### src/rtl/benes_cfg_loader_pkg.sv
// ---------------------------------------------------------------------------
// benes_cfg_loader_pkg
//
// Shared sizing, types and helpers for the Benes configuration loader.
// The network size lives here so the loader, its shadow bank and benes_top
// all agree on the shape of a configuration.
//
//   SIZE        number of network ports (power of two, >= 4)
//   SWITCH_NUM  2x2 switches per stage
//   STAGE_NUM   Benes stage count
//   IDX_W       width of a stage index
//
// Optional feature macro used by the loader: BENES_CFG_PARITY_EN.
// ---------------------------------------------------------------------------
package benes_cfg_loader_pkg;

    localparam int SIZE       = 8;
    localparam int SWITCH_NUM = SIZE / 2;
    localparam int STAGE_NUM  = 2 * $clog2(SIZE) - 1;
    localparam int IDX_W      = $clog2(STAGE_NUM);

    typedef logic [SWITCH_NUM-1:0] stage_word_t;
    typedef stage_word_t [0:STAGE_NUM-1] cfg_bank_t;
    typedef logic [STAGE_NUM-1:0] stage_mask_t;

    typedef enum logic [1:0] {
        IDLE,
        LOAD,
        FULL,
        COMMIT
    } cfg_state_t;

    localparam logic [IDX_W-1:0] LAST_IDX = IDX_W'(STAGE_NUM - 1);

    // STAGE_NUM is always odd, so the index field can encode values that do
    // not name a real stage; those must be rejected.
    function automatic logic idx_in_range(input logic [IDX_W-1:0] idx);
        return idx <= LAST_IDX;
    endfunction

    // One-hot stage mask for an index; an out-of-range index yields zero.
    function automatic stage_mask_t stage_onehot(input logic [IDX_W-1:0] idx);
        stage_mask_t m;
        for (int i = 0; i < STAGE_NUM; i++) begin
            m[i] = (idx == IDX_W'(i));
        end
        return m;
    endfunction

endpackage

### src/rtl/benes_cfg_loader_bank.sv
// ---------------------------------------------------------------------------
// benes_cfg_bank
//
// Shadow register file for the Benes configuration loader. Holds one switch
// word per stage plus a mask recording which stages were written in the
// current load.
//
// Ports:
//   clk         clock
//   rst         synchronous active-high reset (clears words and mask)
//   wr_en       write the word below into its stage this cycle
//   wr_idx      target stage of the write
//   wr_word     switch bits for that stage
//   clr         clear the loaded mask (words are kept)
//   shadow      current shadow contents
//   all_loaded  every stage is loaded, counting the write presented this cycle
// ---------------------------------------------------------------------------
module benes_cfg_bank
    import benes_cfg_loader_pkg::*;
(
    input  logic                                  clk,
    input  logic                                  rst,
    input  logic                                  wr_en,
    input  logic [IDX_W-1:0]                      wr_idx,
    input  logic [SWITCH_NUM-1:0]                 wr_word,
    input  logic                                  clr,
    output logic [0:STAGE_NUM-1][SWITCH_NUM-1:0]  shadow,
    output logic                                  all_loaded
);

    stage_mask_t mask;
    stage_mask_t wr_onehot;

    assign wr_onehot = wr_en ? stage_onehot(wr_idx) : '0;

    // The loader decides completion on the same edge as the final write, so
    // the pending write has to be folded in here.
    assign all_loaded = &(mask | wr_onehot);

    always_ff @(posedge clk) begin
        if (rst) begin
            shadow <= '0;
        end else begin
            for (int i = 0; i < STAGE_NUM; i++) begin
                if (wr_onehot[i]) begin
                    shadow[i] <= wr_word;
                end
            end
        end
    end

    // Clear has priority so a rejected final beat leaves nothing marked.
    always_ff @(posedge clk) begin
        if (rst) begin
            mask <= '0;
        end else if (clr) begin
            mask <= '0;
        end else begin
            mask <= mask | wr_onehot;
        end
    end

endmodule

### src/rtl/benes_cfg_loader.sv
// ---------------------------------------------------------------------------
// benes_cfg_loader
//
// Upstream control stage for benes_top. Stage words arrive over a
// valid/ready stream into a shadow bank; once every stage is loaded the
// shadow is copied into the active bank in one cycle on commit_req, so the
// network never sees a half-written configuration.
//
// Ports:
//   clk               clock
//   rst               synchronous active-high reset
//   s_valid/s_ready   beat handshake
//   s_idx             target stage of the beat
//   s_word            switch bits, bit k drives switch k, 1 = cross
//   s_last            final beat of the configuration
//   s_par             (BENES_CFG_PARITY_EN only) even parity over
//                     {s_idx, s_word, s_par}
//   commit_req        request to copy shadow to active (honoured in FULL)
//   commit_ack        one-cycle pulse in the cycle the active bank changed
//   cfg_error         sticky error flag for the current load
//   cfg_valid         active bank holds a committed configuration
//   switch_selection  active bank, feeds benes_top
//
// Optional feature: define BENES_CFG_PARITY_EN to add s_par and its check.
// ---------------------------------------------------------------------------
module benes_cfg_loader
    import benes_cfg_loader_pkg::*;
(
    input  logic                                  clk,
    input  logic                                  rst,
    input  logic                                  s_valid,
    output logic                                  s_ready,
    input  logic [IDX_W-1:0]                      s_idx,
    input  logic [SWITCH_NUM-1:0]                 s_word,
    input  logic                                  s_last,
`ifdef BENES_CFG_PARITY_EN
    input  logic                                  s_par,
`endif
    input  logic                                  commit_req,
    output logic                                  commit_ack,
    output logic                                  cfg_error,
    output logic                                  cfg_valid,
    output logic [0:STAGE_NUM-1][SWITCH_NUM-1:0]  switch_selection
);

    cfg_state_t state;
    cfg_state_t state_next;

    logic                                 beat_fire;
    logic                                 par_ok;
    logic                                 beat_ok;
    logic                                 wr_en;
    logic                                 err_so_far;
    logic                                 all_loaded;
    logic                                 last_good;
    logic                                 last_bad;
    logic                                 take_commit;
    logic                                 mask_clr;
    logic [0:STAGE_NUM-1][SWITCH_NUM-1:0] shadow;

`ifdef BENES_CFG_PARITY_EN
    assign par_ok = ~^{s_idx, s_word, s_par};
`else
    assign par_ok = 1'b1;
`endif

    assign beat_fire = s_valid && s_ready;
    assign beat_ok   = idx_in_range(s_idx) && par_ok;
    assign wr_en     = beat_fire && beat_ok;

    // A beat taken in IDLE starts a fresh load, so any error left over from
    // the previous load must not count against it.
    assign err_so_far = (state == IDLE) ? 1'b0 : cfg_error;

    assign last_good   = beat_fire && s_last && all_loaded && beat_ok && !err_so_far;
    assign last_bad    = beat_fire && s_last && !last_good;
    assign take_commit = (state == FULL) && commit_req;

    // Forgetting the mask is what discards an incomplete shadow: a later
    // load has to rewrite every stage before it can reach FULL again.
    assign mask_clr = last_bad || take_commit;

    benes_cfg_bank u_bank (
        .clk        (clk),
        .rst        (rst),
        .wr_en      (wr_en),
        .wr_idx     (s_idx),
        .wr_word    (s_word),
        .clr        (mask_clr),
        .shadow     (shadow),
        .all_loaded (all_loaded)
    );

    // State register.
    always_ff @(posedge clk) begin
        if (rst) begin
            state <= IDLE;
        end else begin
            state <= state_next;
        end
    end

    // Next-state logic.
    always_comb begin
        state_next = state;
        case (state)
            IDLE: begin
                if (beat_fire) begin
                    if (s_last) begin
                        state_next = last_good ? FULL : IDLE;
                    end else begin
                        state_next = LOAD;
                    end
                end
            end
            LOAD: begin
                if (beat_fire && s_last) begin
                    state_next = last_good ? FULL : IDLE;
                end
            end
            FULL: begin
                if (commit_req) begin
                    state_next = COMMIT;
                end
            end
            COMMIT: begin
                state_next = IDLE;
            end
            default: begin
                state_next = IDLE;
            end
        endcase
    end

    // Outputs decoded from the current state.
    always_comb begin
        s_ready    = 1'b0;
        commit_ack = 1'b0;
        case (state)
            IDLE:    s_ready    = 1'b1;
            LOAD:    s_ready    = 1'b1;
            COMMIT:  commit_ack = 1'b1;
            default: s_ready    = 1'b0;
        endcase
    end

    // Error flag: recomputed on every accepted beat, held otherwise.
    always_ff @(posedge clk) begin
        if (rst) begin
            cfg_error <= 1'b0;
        end else if (beat_fire) begin
            cfg_error <= err_so_far || !beat_ok || last_bad;
        end
    end

    // The active bank is loaded on the edge that enters COMMIT so the new
    // configuration appears in the same cycle as commit_ack.
    always_ff @(posedge clk) begin
        if (rst) begin
            switch_selection <= '0;
            cfg_valid        <= 1'b0;
        end else if (take_commit) begin
            switch_selection <= shadow;
            cfg_valid        <= 1'b1;
        end
    end

endmodule

### config.mk
export PLATFORM = sky130hd
export DESIGN_NAME = benes_cfg_loader
export DESIGN_NICKNAME = d
export VERILOG_FILES = /design/src/rtl/benes_cfg_loader_pkg.sv /design/src/rtl/benes_cfg_loader_bank.sv /design/src/rtl/benes_cfg_loader.sv
export SDC_FILE = /design/constraint.sdc
export NUM_CORES = 1
export LEC_CHECK = 0
export ABC_CLOCK_PERIOD_IN_PS = 1900
export BUFFER_PORTS_ARGS = -buffer_cell sky130_fd_sc_hd__buf_4
export CAP_MARGIN = 10
export CORE_ASPECT_RATIO = 0.7
export CORE_MARGIN = 2
export CORE_UTILIZATION = 48
export DETAILED_ROUTE_END_ITERATION = 10
export PLACE_DENSITY = 0.82
export SLEW_MARGIN = 10
export SYNTH_ARGS = -nofsm -noshare
export SYNTH_HDL_FRONTEND = slang
export SYNTH_SLANG_ARGS = --single-unit
export TNS_END_PERCENT = 10
### constraint.sdc
create_clock -name clk -period 1.9 [get_ports clk]
set_input_delay 0.38 -clock clk [delete_from_list [all_inputs] [get_ports clk]]
set_output_delay 0.38 -clock clk [all_outputs]
set_load 0.01 [all_outputs]
==> run_results.csv <==
group,metric,value,unit
run_status,outcome,"complete, no violations",
yosys,ys_warn_count,0,
die,ios,36,
place,dp_hpwl,2.83,mm
die,dieWidth,78.6,microns
worst_setup_path,ff2ff_setup_slack,0.20,ns
clocking,cts_num_sinks,49,
sta,hold_viol_final,0,
global_routing,gr-usage-all-layers,19.3,%
worst_setup_path,worstPathCellList,"nor3b_4 -> a31oi_1 -> or4_4 -> o21a_1",
worst_setup_path,crit_type,"reg2reg",
route,totalWireLength,4.03,mm
die,initial_core_util,51.6,%
power,vdd.ir_drop.worst,0.483,mV
sta,finalClockSkew,0.00475,ns
place,io_buffer_count,35,
die,core,3630,sq um
yosys,ys_top_cells_by_area,"dfxtp_1 52%, nand2_1 11%, a21oi_1 8.3%",
worst_setup_path,crit_family,"simple AND/OR/NAND/NOR gates",
power,power_leakage,0.912,nW
worst_setup_path,cpPeakStageDelay,0.56,ns
clocking,cts_tree,"built",
clocking,htree_levels,2,
sta,finalCritPeriodShare,89.4,%
worst_setup_path,slowest_stage,"or4_4",
yosys,yosysTopAreaCell,"dfxtp_1",
clocking,cts_buffers,5,
clocking,clkTransAtPathRegs,0.08,ns
yosys,synth_fp_nets,230,
yosys,yosysSeqAreaShare,52.5,%
sta,maxSlewViolCount,0,
die,die_y,56.2,microns
clocking,clk_root_buffer_cell,"clkbuf_8",
clocking,ctsResizeCount,0,
die,fp-row-count,18,
yosys,ys.flop_type,"dfxtp_1",
clocking,ctsHoldBuffers,0,
yosys,synthCells,218,
global_routing,grt_max_degree,47,
yosys,synth-seq-cells,49,
finish,final_nets,263,
finish,nFillCells,334,
finish,drive_above_1_share,20.3,%
sta,finalSetupTns,0,ns
worst_setup_path,cp_max_fo,9,
sta,worstMarginPinSlew,0.434,ns
global_routing,antenna_found_initial,0,
sta,slew_headroom,71.1,%
job,maxCapViolations,0,
finish,n_antenna_cell,0,
worst_setup_path,crit_arrival,1.90,ns
finish,areaGrowthSynthToFinish,20.4,%
yosys,synth_cell_type_count,29,
worst_setup_path,reg2reg_to,"cfg_error",
sta,setup_viol_count_final,0,
place,dp_cells,294,
worst_setup_path,crit_buf_inv,0,
sta,fmax,0.589,GHz
global_routing,grt_pass1_wl,6.64,mm
global_routing,grt_overflow,0,
route,vias,1582,
finish,layout.cells.non_filler,301,
worst_setup_path,critical_path_depth,4,
die,die-area,4420,sq um
yosys,async_flop_share,0,%
route,drt-initial-drc-count,103,
worst_setup_path,start_kind,"register",
worst_setup_path,crit-reg2reg-launch,"state[1]",
clocking,insertion_delay,0.30,ns
worst_setup_path,worstSetupEndpoint,"cfg_error",
worst_setup_path,worstPathRequired,2.10,ns
route,vias_per_cell,5.26,
route,drc,0,
route,ant_nets,0,
route,dr.pass1.iters,4,
place,gp_congestion,0.854,
min_path,hold_path_class,"in2reg",
yosys,synth_top_area_share,52.5,%
power,p_per_area,782,nW/um^2
yosys,synth_edf_count,0,
sta,period_needed,1.70,ns
worst_setup_path,end_kind,"register",
yosys,synth_area,1870,sq um
worst_setup_path,crit_start,"state[1]",
global_routing,grt_pass1_vias,1428,
clocking,cts_setup_buffers,0,
route,wire_per_inst,13.4,microns
sta,rsz0062_at_grt,"false",
clocking,clockBufferDepth,2,
yosys,synth_area_per_cell,8.57,sq um
worst_setup_path,rr_worst_depth,4,
## power by group
group / total (mW) / switching, mW / leakage (nW) / internal [mW]
clock network: 0.598 / 0.309 / 0.0443 / 0.289
logic: 0.114 / 0.0672 / 0.471 / 0.0469
registers: 1.05 / 0.00859 / 0.396 / 1.04
total: 1.76 / 0.385 / 0.912 / 1.38
## layout by cell type, fill, tap and decap left out
cell,count
clkbuf_1,1
nor3b_4,1
buf_4,38
nand2_1,54
o21ai_0,9
a31oi_1,2
nor3_1,1
or3_1,1
or4_4,1
o211ai_1,1
o21bai_1,2
nand3_1,9
clkbuf_8,6
nor2_1,17
nand3b_1,1
o41a_1,1
a41oi_1,1
o21a_1,1
and2_2,1
mux2i_1,12
and3b_2,2
nor4b_1,2
nand4bb_1,1
a31o_2,1
inv_1,2
and2b_2,1
nand2b_1,1
a21oi_1,31
o21ai_1,1
dfxtp_1,49
## registers in the layout, summed over array words and instances (netlist names)
register,cells
switch_selection,20
u_bank.shadow,20
u_bank.mask,5
state,2
cfg_error,1
cfg_valid,1
## tightest hold or removal path, delay by kind of cell
kind,cells,cell delay [ns]
AND/OR/NAND/NOR,1,0.07
multiplexers,1,0.06
buffers and inverters,1,0.11
## metrics by stage
step	power [mW]	worst slack [ns]	util (%)	instance area, sq um	hold slack [ns]
after detailed placement	1.19	0.131	59.7	2160	0.438
after global placement	1.18	0.146	59.7	2160	0.443
after global routing	1.83	0.0933	62.1	2250	0.353
after floorplan	1.14	0.154	-	1870	0.428
after CTS	1.78	0.211	62.1	2250	0.353
final	1.76	0.202	62.1	2250	0.361
## synth_stat cells (2+ instances only)
cell type,n
clkbuf_1,11
o21ai_0,9
o21bai_1,2
a31oi_1,2
nor2_1,17
mux2i_1,12
nand2_1,54
dfxtp_1,49
nand3_1,9
a21oi_1,31
nor4b_1,2
and3b_2,2
inv_1,2
## worst min-delay path by stage
stage	start	endpoint	slack (ns)	depth (start not counted)
6_report	s_word[0]	u_bank.shadow[4]	0.36	3
5_1_grt	s_word[0]	u_bank.shadow[8]	0.35	3
4_1_cts	s_word[0]	u_bank.shadow[8]	0.35	3
2_1_floorplan	u_bank.shadow[10]	switch_selection[10]	0.43	2
3_3_place_gp	u_bank.shadow[11]	switch_selection[11]	0.44	2
3_5_place_dp	u_bank.shadow[11]	switch_selection[11]	0.44	2
## logic make-up (layout without fill, tap and decap cells)
kind of cell	Yosys count	count (layout)	share of synthesized area [%]
multiplexers	12	12	6.43
buffers and inverters	14	47	3.21
AO/OA/AOI/OAI	50	50	14.8
AND/OR/NAND/NOR	93	93	23.1
flip-flops	49	49	52.5
## cell type report
type | count | area (sq um) | share of cell area, %
clock buffer | 7 | 86.3 | 3.84
timing repair buffer | 38 | 285 | 12.7
multi-input combinational | 155 | 828 | 36.8
inverter | 2 | 7.51 | 0.334
sequential | 49 | 981 | 43.6
tap | 50 | 62.6 | 2.78
## metal layers
layer / share of wire [%] / track usage (%)
met5: 0 / 0
met4: 1.4 / 6.77
met3: 5.6 / 5.36
met2: 45 / 29.4
met1: 48 / 26.2
Power figures use the tool's default switching activity.
